<file path="config.mk">
export PLATFORM = sky130hd
export DESIGN_NAME = lcd_bus_driver
export DESIGN_NICKNAME = d
export VERILOG_FILES = /design/src/rtl/lcd_bus_driver.sv
export SDC_FILE = /design/constraint.sdc
export NUM_CORES = 1
export LEC_CHECK = 0
export ABC_AREA = 1
export CELL_PAD_IN_SITES_DETAIL_PLACEMENT = 1
export CELL_PAD_IN_SITES_GLOBAL_PLACEMENT = 1
export CORE_AREA = 2 2 77 79
export DETAILED_ROUTE_END_ITERATION = 7
export DIE_AREA = 0 0 79 81
export PLACE_DENSITY_LB_ADDON = 0.1
export SLEW_MARGIN = 20
export SYNTH_ARGS = -nofsm -noshare
export SYNTH_HDL_FRONTEND = slang
export SYNTH_SLANG_ARGS = --single-unit
</file>
<file path="constraint.sdc">
create_clock -name iCLK -period 3.6 [get_ports iCLK]
set_clock_uncertainty 0.05 [all_clocks]
set_input_delay 0.36 -clock iCLK [delete_from_list [all_inputs] [get_ports iCLK]]
set_output_delay 0.36 -clock iCLK [all_outputs]
set_load 0.1 [all_outputs]
</file>
<file path="src/rtl/lcd_bus_driver.sv">
// Byte-level HD44780 write engine: one command/data byte per start/done handshake,
// generating RS/RW/EN/DATA pin timing followed by the controller's execution wait.
module lcd_bus_driver #(
    parameter int unsigned SETUP_CYC     = 4,
    parameter int unsigned EN_CYC        = 16,
    parameter int unsigned HOLD_CYC      = 4,
    parameter int unsigned EXEC_CYC      = 2000,
    parameter int unsigned LONG_EXEC_CYC = 80000
) (
    input  logic       iCLK,
    input  logic       iRST_N,
    input  logic [7:0] iDATA,
    input  logic       iRS,
    input  logic       iStart,
    output logic       oBusy,
    output logic       oDone,
    inout  wire  [7:0] LCD_DATA,
    output logic       LCD_RW,
    output logic       LCD_EN,
    output logic       LCD_RS
);

    typedef enum logic [2:0] {
        ST_IDLE,
        ST_SETUP,
        ST_ENABLE,
        ST_HOLD,
        ST_WAIT
    } state_t;

    // Each phase loads (length - 1) and ends on the edge that sees the counter at zero.
    localparam logic [19:0] SETUP_LD     = 20'(SETUP_CYC - 1);
    localparam logic [19:0] EN_LD        = 20'(EN_CYC - 1);
    localparam logic [19:0] HOLD_LD      = 20'(HOLD_CYC - 1);
    localparam logic [19:0] EXEC_LD      = 20'(EXEC_CYC - 1);
    localparam logic [19:0] LONG_EXEC_LD = 20'(LONG_EXEC_CYC - 1);

    state_t      state;
    logic [19:0] cnt;
    logic [7:0]  data_q;
    logic        long_q;
    logic        long_cmd;

    // Clear Display (0x01) and Return Home (0x02/0x03) need the long execution wait.
    assign long_cmd = !iRS && (iDATA[7:2] == 6'd0) && (iDATA[1:0] != 2'd0);

    // Write-only bus: the pins are always driven, the busy flag is never read back.
    assign LCD_DATA = data_q;
    assign LCD_RW   = 1'b0;

    // NOTE: all state and registered outputs use non-blocking assignments so every
    // register samples pre-edge values, independent of statement order.
    always_ff @(posedge iCLK or negedge iRST_N) begin
        if (!iRST_N) begin
            state  <= ST_IDLE;
            cnt    <= '0;
            data_q <= 8'h00;
            long_q <= 1'b0;
            LCD_EN <= 1'b0;
            LCD_RS <= 1'b0;
            oBusy  <= 1'b0;
            oDone  <= 1'b0;
        end else begin
            oDone <= 1'b0;
            case (state)
                ST_IDLE: begin
                    oBusy <= 1'b0;
                    if (iStart) begin
                        data_q <= iDATA;
                        LCD_RS <= iRS;
                        long_q <= long_cmd;
                        cnt    <= SETUP_LD;
                        oBusy  <= 1'b1;
                        state  <= ST_SETUP;
                    end
                end
                ST_SETUP: begin
                    if (cnt == '0) begin
                        cnt    <= EN_LD;
                        LCD_EN <= 1'b1;
                        state  <= ST_ENABLE;
                    end else begin
                        cnt <= cnt - 20'd1;
                    end
                end
                ST_ENABLE: begin
                    if (cnt == '0) begin
                        cnt    <= HOLD_LD;
                        LCD_EN <= 1'b0;
                        state  <= ST_HOLD;
                    end else begin
                        cnt <= cnt - 20'd1;
                    end
                end
                ST_HOLD: begin
                    if (cnt == '0) begin
                        cnt   <= long_q ? LONG_EXEC_LD : EXEC_LD;
                        state <= ST_WAIT;
                    end else begin
                        cnt <= cnt - 20'd1;
                    end
                end
                ST_WAIT: begin
                    // oBusy stays high through the oDone cycle; IDLE clears it.
                    if (cnt == '0) begin
                        oDone <= 1'b1;
                        state <= ST_IDLE;
                    end else begin
                        cnt <= cnt - 20'd1;
                    end
                end
                default: begin
                    LCD_EN <= 1'b0;
                    state  <= ST_IDLE;
                end
            endcase
        end
    end

endmodule

</file>
==> impl_results.md <==
* WL/cell at 13.1 um
* Initial Utilization at 41.3%
* Finished Cell Area at 2650 sq um
* NumNets Final at 383
* Final hold slack at 0.104 ns
* Worst slew pin tran at 0.974 ns
* Pwr Total at 2.67 mW
* Top cells by area, synth: dfrtp_1, nand2_1, inv_1
* Worst path required time at 3.19 ns
* Root buf cell: clkbuf_8
* Total congestion overflow at 0
* Bufs on Longest Clock Path at 2
* CP cell instances: clkdlybuf4s50_1
* Core Area at 5680 sq um
* Final ANT Viol Nets at 0
* CP Max Fanout at 2
* Synth top area share at 38.5%
* Outcome: complete, no violations
* First-pass GRT wire length at 10200 um
* Vias in the first global route at 2140
* Post-CTS setup repair buffer count at 0
* Final hold vios at 0
* Static Leak at 1.62 nW
* FILL cells at 789
* Relative slew slack at 34.8%
* Htree depth at 2
* TritonCTS Sinks at 36
* 1st-pass router iterations at 4
* Register bit count reported by yosys at 36
* FP Rows at 28
* I/O pin total at 25
* Crit path kind: reg -> out
* Largest area contributor in the netlist: dfrtp_1
* Worst ir drop on vdd at 0.562 mV
* Placed inst area at 2540 sq um
* Initial antenna violation count at 0
* Routability congestion estimate at 0.808
* # DRC at 0
* Crit path largest cell delay at 1.14 ns
* Total global-route track usage at 20.6%
* Port Buffers at 15
* Vias post-DR at 2142
* Hold buffers post-CTS at 0
* Die span in x at 79 um
* Worst setup EP type: output pin
* Post-synthesis sequential area ratio at 38.5%
* Min-delay worst type: in -> async
* PD cells at 1010 nW/um^2
* Share of layout cells above drive strength 1 at 7.84%
* Num CTS Buffers at 5
* Antenna diodes at 0
* Fmax at 454 MHz
* Via density per instance at 4.81
* Fin crit share at 61.2%
* DRT Wirelength at 5840 um
* Clock transition at the registers of the reported paths at 0.08 ns
* Critical Path AT at 1.79 ns
* Crit start category: flip-flop
* Worst path slowest cell: clkdlybuf4s50_1
* Syn nets at 366
* Tmin final at 2.20 ns
* FF-to-FF setup slack at 1.70 ns
* CP top delay family: buffers and inverters
* Pre-CTS WS at 1.66 ns
* CTS tree: built
* Max-cap violations at 0
* Syn Std Cell Area at 2340 sq um
* Mapped Cells at 352
* Largest net degree at the start of global routing at 37
* Unrepaired setup endpoints after global routing: no
* Detail Placement HPWL at 4450 um
* Crit path buf inv count at 1
* Setup violators final at 0
* Final worst setup slack at 1.40 ns
* Post_cts resized at 0
* Syn Area/Cell at 6.65 sq um
* DR iter-0 viols at 59
* Clk_lat worst skew at 0.30 ns
* TNS Setup at 0 ns
* DIE HEIGHT at 81 um
* Die area at 6400 sq um
* Slew Limit Fails at 0
* Syn-to-layout area delta at 13.0%
* Count of cell types in the netlist at 25
* Synth warn at 0
[worst paths after layout]
kind                             start          end  cells after the start
min                             iRST_N     state[0]                      1
min in group iCLK          LCD_DATA[7]  LCD_DATA[7]                      2
max reg2reg                     cnt[0]      cnt[12]                     11
max                             LCD_RS       LCD_RS                      1
max in group asynchronous       iRST_N      cnt[18]                      1
min reg2reg                     LCD_RS       LCD_RS                      2
[metrics by stage]
stage                     std cells  util (%)
after floorplan                 352         -
after global routing            445      46.6
after global placement          437      44.7
after detailed placement        437      44.7
after CTS                       445      46.6
final                           445      46.6
[flip-flops by register name, summed over array words and instances (netlist names)]
register	flops
cnt	20
LCD_DATA	8
state	3
LCD_EN	1
LCD_RS	1
long_q	1
oBusy	1
oDone	1
[Yosys cell counts]
cell type    n
inv_4        1
conb_1       1
nand3b_1     3
inv_1       42
nand4_1      6
nor2_2      10
dfrtp_1     36
nor2_8       1
o21ai_0      7
nand4_4      1
clkbuf_1     1
xor2_1       5
nand3_1     11
buf_4        1
a21oi_1      3
ha_1         2
nor2_1      36
nand3_4      2
buf_6        3
o21ai_1      4
xnor2_1      3
nand2_1    167
nand2_4      2
nand2_2      3
nor4_1       1
[routing by layer]
metal  up-vias  wire length [um]  track usage [%]
met5         -                 0                0
met4         0                79             6.21
met3         7               153             3.89
met2        21              2770             35.3
met1      1016              2840             26.7
li1       1098                 -                -
[power by group]
group	switching (mW)	internal (mW)	leakage, nW
logic	0.925	0.397	1.10
registers	0.435	0.535	0.470
clock network	0.169	0.205	0.0541
[placed cells by master, fill, tap and decap left out, drive strengths merged]
master | synthesis | layout
conb | 1 | 1
nand3 | 13 | 13
buf | 4 | 1
xnor2 | 3 | 3
inv | 43 | 43
dfrtp | 36 | 36
nor2 | 47 | 47
xor2 | 5 | 5
nor4 | 1 | 1
bufinv | 0 | 1
nand3b | 3 | 3
ha | 2 | 2
clkbuf | 1 | 5
clkinv | 0 | 1
clkdlybuf4s50 | 0 | 14
nand2 | 172 | 172
a21oi | 3 | 3
clkinvlp | 0 | 1
nand4 | 7 | 7
o21ai | 11 | 11
[cell type report]
cell class	count	area [sq um]	share of cell area (%)
clock buffer	5	68.8	2.60
tap	75	93.8	3.54
inverter	43	164	6.19
timing repair buffer	15	145	5.48
multi-input combinational	268	1230	46.6
sequential	36	901	34.0
clock inverter	3	42.5	1.61
[cells by family (layout without fill, tap and decap cells)]
logic type	after synthesis	count (layout)	synth area share, %
XOR/XNOR	8	8	2.99
adder cells (fa/ha/maj)	2	2	1.07
AO/OA/AOI/OAI	14	14	2.99
buffers and inverters	48	66	8.92
flip-flops	36	36	38.5
other	1	1	0.160
AND/OR/NAND/NOR	243	243	45.4
No activity file was read; power rests on OpenSTA's default activity.
